**config.mk**
```make
export PLATFORM = sky130hd
export DESIGN_NAME = serial_subtractor
export DESIGN_NICKNAME = d
export VERILOG_FILES = /design/src/rtl/serial_subtractor.sv
export SDC_FILE = /design/constraint.sdc
export NUM_CORES = 1
export LEC_CHECK = 0
export CORE_MARGIN = 1.5
export CORE_UTILIZATION = 50
export DETAILED_ROUTE_END_ITERATION = 10
export GPL_TIMING_DRIVEN = 0
export PLACE_DENSITY = 0.84
export SYNTH_ARGS = -nofsm -noshare
export SYNTH_HDL_FRONTEND = slang
export SYNTH_SLANG_ARGS = --single-unit
```
**constraint.sdc**
```tcl
create_clock -name clk -period 1.6 [get_ports clk]
set_input_delay 0.16 -clock clk [delete_from_list [all_inputs] [get_ports clk]]
set_output_delay 0.16 -clock clk [all_outputs]
set_load 0.005 [all_outputs]
```
**src/rtl/serial_subtractor.sv**
```systemverilog
// Bit-serial ripple-borrow subtractor: D = A - B - b_in, one bit per clock, LSB first.
// A single full-subtractor cell is reused WIDTH times. The caller uses a
// start/busy/done handshake. D and b_out change only on the DONE cycle.
module serial_subtractor #(
   parameter int WIDTH = 4
) (
   input  logic             clk,
   input  logic             reset_n,
   input  logic             start,
   input  logic [WIDTH-1:0] A,
   input  logic [WIDTH-1:0] B,
   input  logic             b_in,
   output logic             busy,
   output logic             done,
   output logic [WIDTH-1:0] D,
   output logic             b_out
);

   localparam int CW = (WIDTH > 2) ? $clog2(WIDTH) : 1;
   localparam logic [CW-1:0] LAST = CW'(WIDTH - 1);

   typedef enum logic [1:0] {IDLE, SHIFT, DONE} state_t;

   state_t           state;
   logic [WIDTH-1:0] a_sh, b_sh, res;
   logic             br;
   logic [CW-1:0]    cnt;
   logic             d_bit, br_nxt;

   // Full-subtractor cell acting on the current LSBs and the running borrow.
   always_comb begin
      d_bit  = a_sh[0] ^ b_sh[0] ^ br;
      br_nxt = (~a_sh[0] & b_sh[0]) | (~(a_sh[0] ^ b_sh[0]) & br);
   end

   // Control FSM and datapath. All outputs are registered. A start is taken
   // only in IDLE, so a start during SHIFT or DONE is dropped.
   always_ff @(posedge clk or negedge reset_n) begin
      if (!reset_n) begin
         state <= IDLE;
         a_sh  <= '0;
         b_sh  <= '0;
         res   <= '0;
         br    <= 1'b0;
         cnt   <= '0;
         busy  <= 1'b0;
         done  <= 1'b0;
         D     <= '0;
         b_out <= 1'b0;
      end else begin
         done <= 1'b0;
         case (state)
            IDLE: begin
               if (start) begin
                  a_sh  <= A;
                  b_sh  <= B;
                  br    <= b_in;
                  res   <= '0;
                  cnt   <= '0;
                  busy  <= 1'b1;
                  state <= SHIFT;
               end
            end
            SHIFT: begin
               a_sh <= a_sh >> 1;
               b_sh <= b_sh >> 1;
               br   <= br_nxt;
               res  <= {d_bit, res[WIDTH-1:1]};
               cnt  <= cnt + 1'b1;
               if (cnt == LAST) begin
                  busy  <= 1'b0;
                  state <= DONE;
               end
            end
            DONE: begin
               // br already holds the borrow out of the MSB cell
               D     <= res;
               b_out <= br;
               done  <= 1'b1;
               state <= IDLE;
            end
            default: state <= IDLE;
         endcase
      end
   end

endmodule

```
==> metrics.md <==
| Metric | Value |
|---|---|
| Final core occ | `0.653` |
| Setup violators final | `0` |
| Worst Tran Pin Value | `1.02 ns` |
| Worst IR Drop VDD | `865 uV` |
| DP Cell Count | `131` |
| Finished Layout Cells | `134` |
| Period minus WS final | `1.36 ns` |
| Max-cap violations | `0` |
| Initial DRC Count | `19` |
| Antenna Nets Post-Route | `0` |
| Sequential element share of the synthesized area | `0.583` |
| Slowest CP cell | `clkdlybuf4s50_1` |
| Vias/cell | `5.47` |
| Post-synthesis average cell area | `12.0 um^2` |
| Hold Vio Cnt, Final | `0` |
| Number of synthesized flops with an enable pin | `0` |
| Status | `finished, final reports clean` |
| Cell accounting for the most synthesized area | `dfrtp_1` |
| Yosys warning total | `0` |
| Clock Pin Slew Worst Setup and Hold Paths | `0.12 ns` |
| Post-CTS Setup Bufs | `0` |
| TritonCTS clock tree | `done` |
| IO Pins | `19` |
| Psw | `0.000785 W` |
| GRT Residual Overflow | `0` |
| CTS sink count | `24` |
| Worst path buffer plus inverter count | `1` |
| Root Driver | `clkbuf_4` |
| Final GP Congestion | `0.750` |
| Most used DFF post-synth | `dfrtp_1` |
| TritonCTS Buffers | `3` |
| Most common cell after layout, fill and taps aside | `dfrtp_1` |
| Rel. slew slack | `0.320` |
| H-tree levels | `1` |
| Worst-Skew Late Latency | `0.31 ns` |
| Resize count post-CTS | `0` |
| Achievable clock frequency | `737 MHz` |
| Post-Place Cell Area | `0.00124 mm^2` |
| Wire per inst | `13.7 um` |
| CTS Hold Buffers Added | `0` |
| Syn Inst Count | `86` |
| Kind of critical path | `reg2out` |
| CP Launch Type | `register` |
| Pre-antenna DRT Iters | `4` |
| Cell Area, Synth | `0.00103 mm^2` |
| Synth area leaders | `dfrtp_1, mux2_2, a22o_1` |
| DP Worst Slack | `0.148 ns` |
| Worst hold path type | `in2reg` |
| # DRC | `0` |
| Post-synth cell types | `26` |
| Critical path peak fanout | `3` |
| ANT cells | `0` |
| RSZ-0062 raised after global routing | `no` |
| Total negative slack | `0 ns` |
| CP arrival | `1.20 ns` |
| Final period utilization | `0.848` |
| Clock Power Share | `0.110` |
| Slew Viols, Final | `0` |
| Die X | `48.4 um` |
| Power share of the combinational group | `0.444` |
| Vias post-DR | `733` |
| Sw Share | `0.341` |
| Core Box Area | `0.00194 mm^2` |
| Internal | `0.00151 W` |
| Overall global routing resource usage | `0.184` |
| FP Rows | `16` |
| Clk buf depth | `2` |
| Flop pwr share | `0.446` |
| Fin Clk Skew | `0.00331 ns` |
| Vias in the first global route | `731` |
| P&R area growth vs syn | `22.9%` |
| Die H | `48.4 um` |
| Synth top area share | `0.583` |
| Starting Density | `0.531` |
| Footprint of the multi-input gates | `380 um^2` |
| Ys async rst share | `1.00` |
| Fill count | `167` |
| Family with the most delay on the worst path | `buffers and inverters` |
| Post-Syn Nets | `100` |
| Seq. cell area | `601 um^2` |
| Share of cells above drive strength 1 | `0.140` |
| P per Cell Area | `1810 mW/mm^2` |
| CP peak stage delay | `0.51 ns` |
| Finished Cell Area | `0.00127 mm^2` |
| Initial antenna violation count | `0` |
| Worst Path Required | `1.44 ns` |
| Largest net degree at the start of global routing | `25` |
| Most frequent cells in the layout | `dfrtp_1, clkdlybuf4s50_1, nor2_1` |
| DP HPWL | `1330 um` |
| Setup crit end kind | `primary output` |
| First-pass GRT wire length | `3240 um` |
| Leakage power | `0.566 nW` |
| Synthesized flop and latch total | `24` |
| Port Buffers | `18` |
| Final Net Count | `123` |
| Crit-path cells | `clkdlybuf4s50_1` |
| Setup slack after layout | `0.244 ns` |
| Routed WL | `1840 um` |
| Die Area | `0.00234 mm^2` |
[registers in the layout (all words and copies together) (netlist names)]
signal  count
br          1
done        1
a_sh        4
res         4
busy        1
state       2
D           4
cnt         2
b_sh        4
b_out       1
[power groups by stage]
| stage | Sequential [W] | Combinational [W] | Clock [W] |
|---|---|---|---|
| final | 0.00102 | 0.00102 | 0.000254 |
| after global placement | 0.00103 | 0.000981 | 0 |
| after floorplan | 0.00101 | 0.000694 | 0 |
| after CTS | 0.00103 | 0.00103 | 0.000264 |
| after detailed placement | 0.00104 | 0.00102 | 0 |
| after global routing | 0.00106 | 0.00114 | 0.000296 |
[cell type report]
cell class / count / share of cell area
flip-flops and latches: 24 / 0.474
inverters: 6 / 0.0178
multi-input cells: 53 / 0.300
clock buffers: 3 / 0.0178
repair buffers: 18 / 0.142
well taps: 27 / 0.0267
plain buffers: 3 / 0.0217
[through the flow]
stage               hold slack [ns]  power [W]
finish                        0.390    0.00230
global route                  0.395    0.00249
CTS                           0.390    0.00232
detailed placement            0.472    0.00206
global placement              0.463    0.00201
floorplan                    -0.136    0.00171
[cells by family (layout without fill, tap and decap cells)]
family / after synthesis / in the layout / synth area share
compound gates: 26 / 26 / 0.192
fa+ha+maj: 2 / 2 / 0.0316
buf+inv: 9 / 30 / 0.0485
simple gates: 21 / 21 / 0.102
flops: 24 / 24 / 0.583
mux: 4 / 4 / 0.0437
[worst paths after layout]
kind | from | end | slack (ns) | cells after the start
setup / recovery | busy | busy | 0.24 | 1
hold / removal | A[3] | a_sh[3] | 0.39 | 3
max in group asynchronous | reset_n | cnt[1] | 0.60 | 1
hold reg to reg | b_out | b_out | 0.49 | 2
setup reg to reg | br | res[3] | 0.38 | 3
min in group asynchronous | reset_n | res[3] | 0.40 | 1
[per-layer routing]
| layer | vias up | part of all wire | track usage | wire, um |
|---|---|---|---|---|
| met1 | 362 | 0.44 | 0.241 | 814 |
| met3 | 5 | 0.041 | 0.0309 | 76 |
| met5 | - | 0 | 0 | 0 |
| met4 | 0 | 0.026 | 0.100 | 48 |
| li1 | 346 | - | - | - |
| met2 | 20 | 0.49 | 0.294 | 895 |
[worst register-to-register path, cell delays in order, from the launching register on]
cell	delay (ns)
dfrtp_1	0.38
inv_1	0.11
fa_1	0.43
a22o_1	0.21
[synth_stat cells (2+ instances only)]
cell type,instances
a21oi_1,5
a22o_1,5
buf_6,2
dfrtp_1,24
inv_1,5
mux2_2,4
nand2_1,5
nand2b_1,2
nor2_1,8
nor4b_1,2
o21ai_0,5
o22ai_1,5
Note: power is estimated with default switching activity, not from simulation.
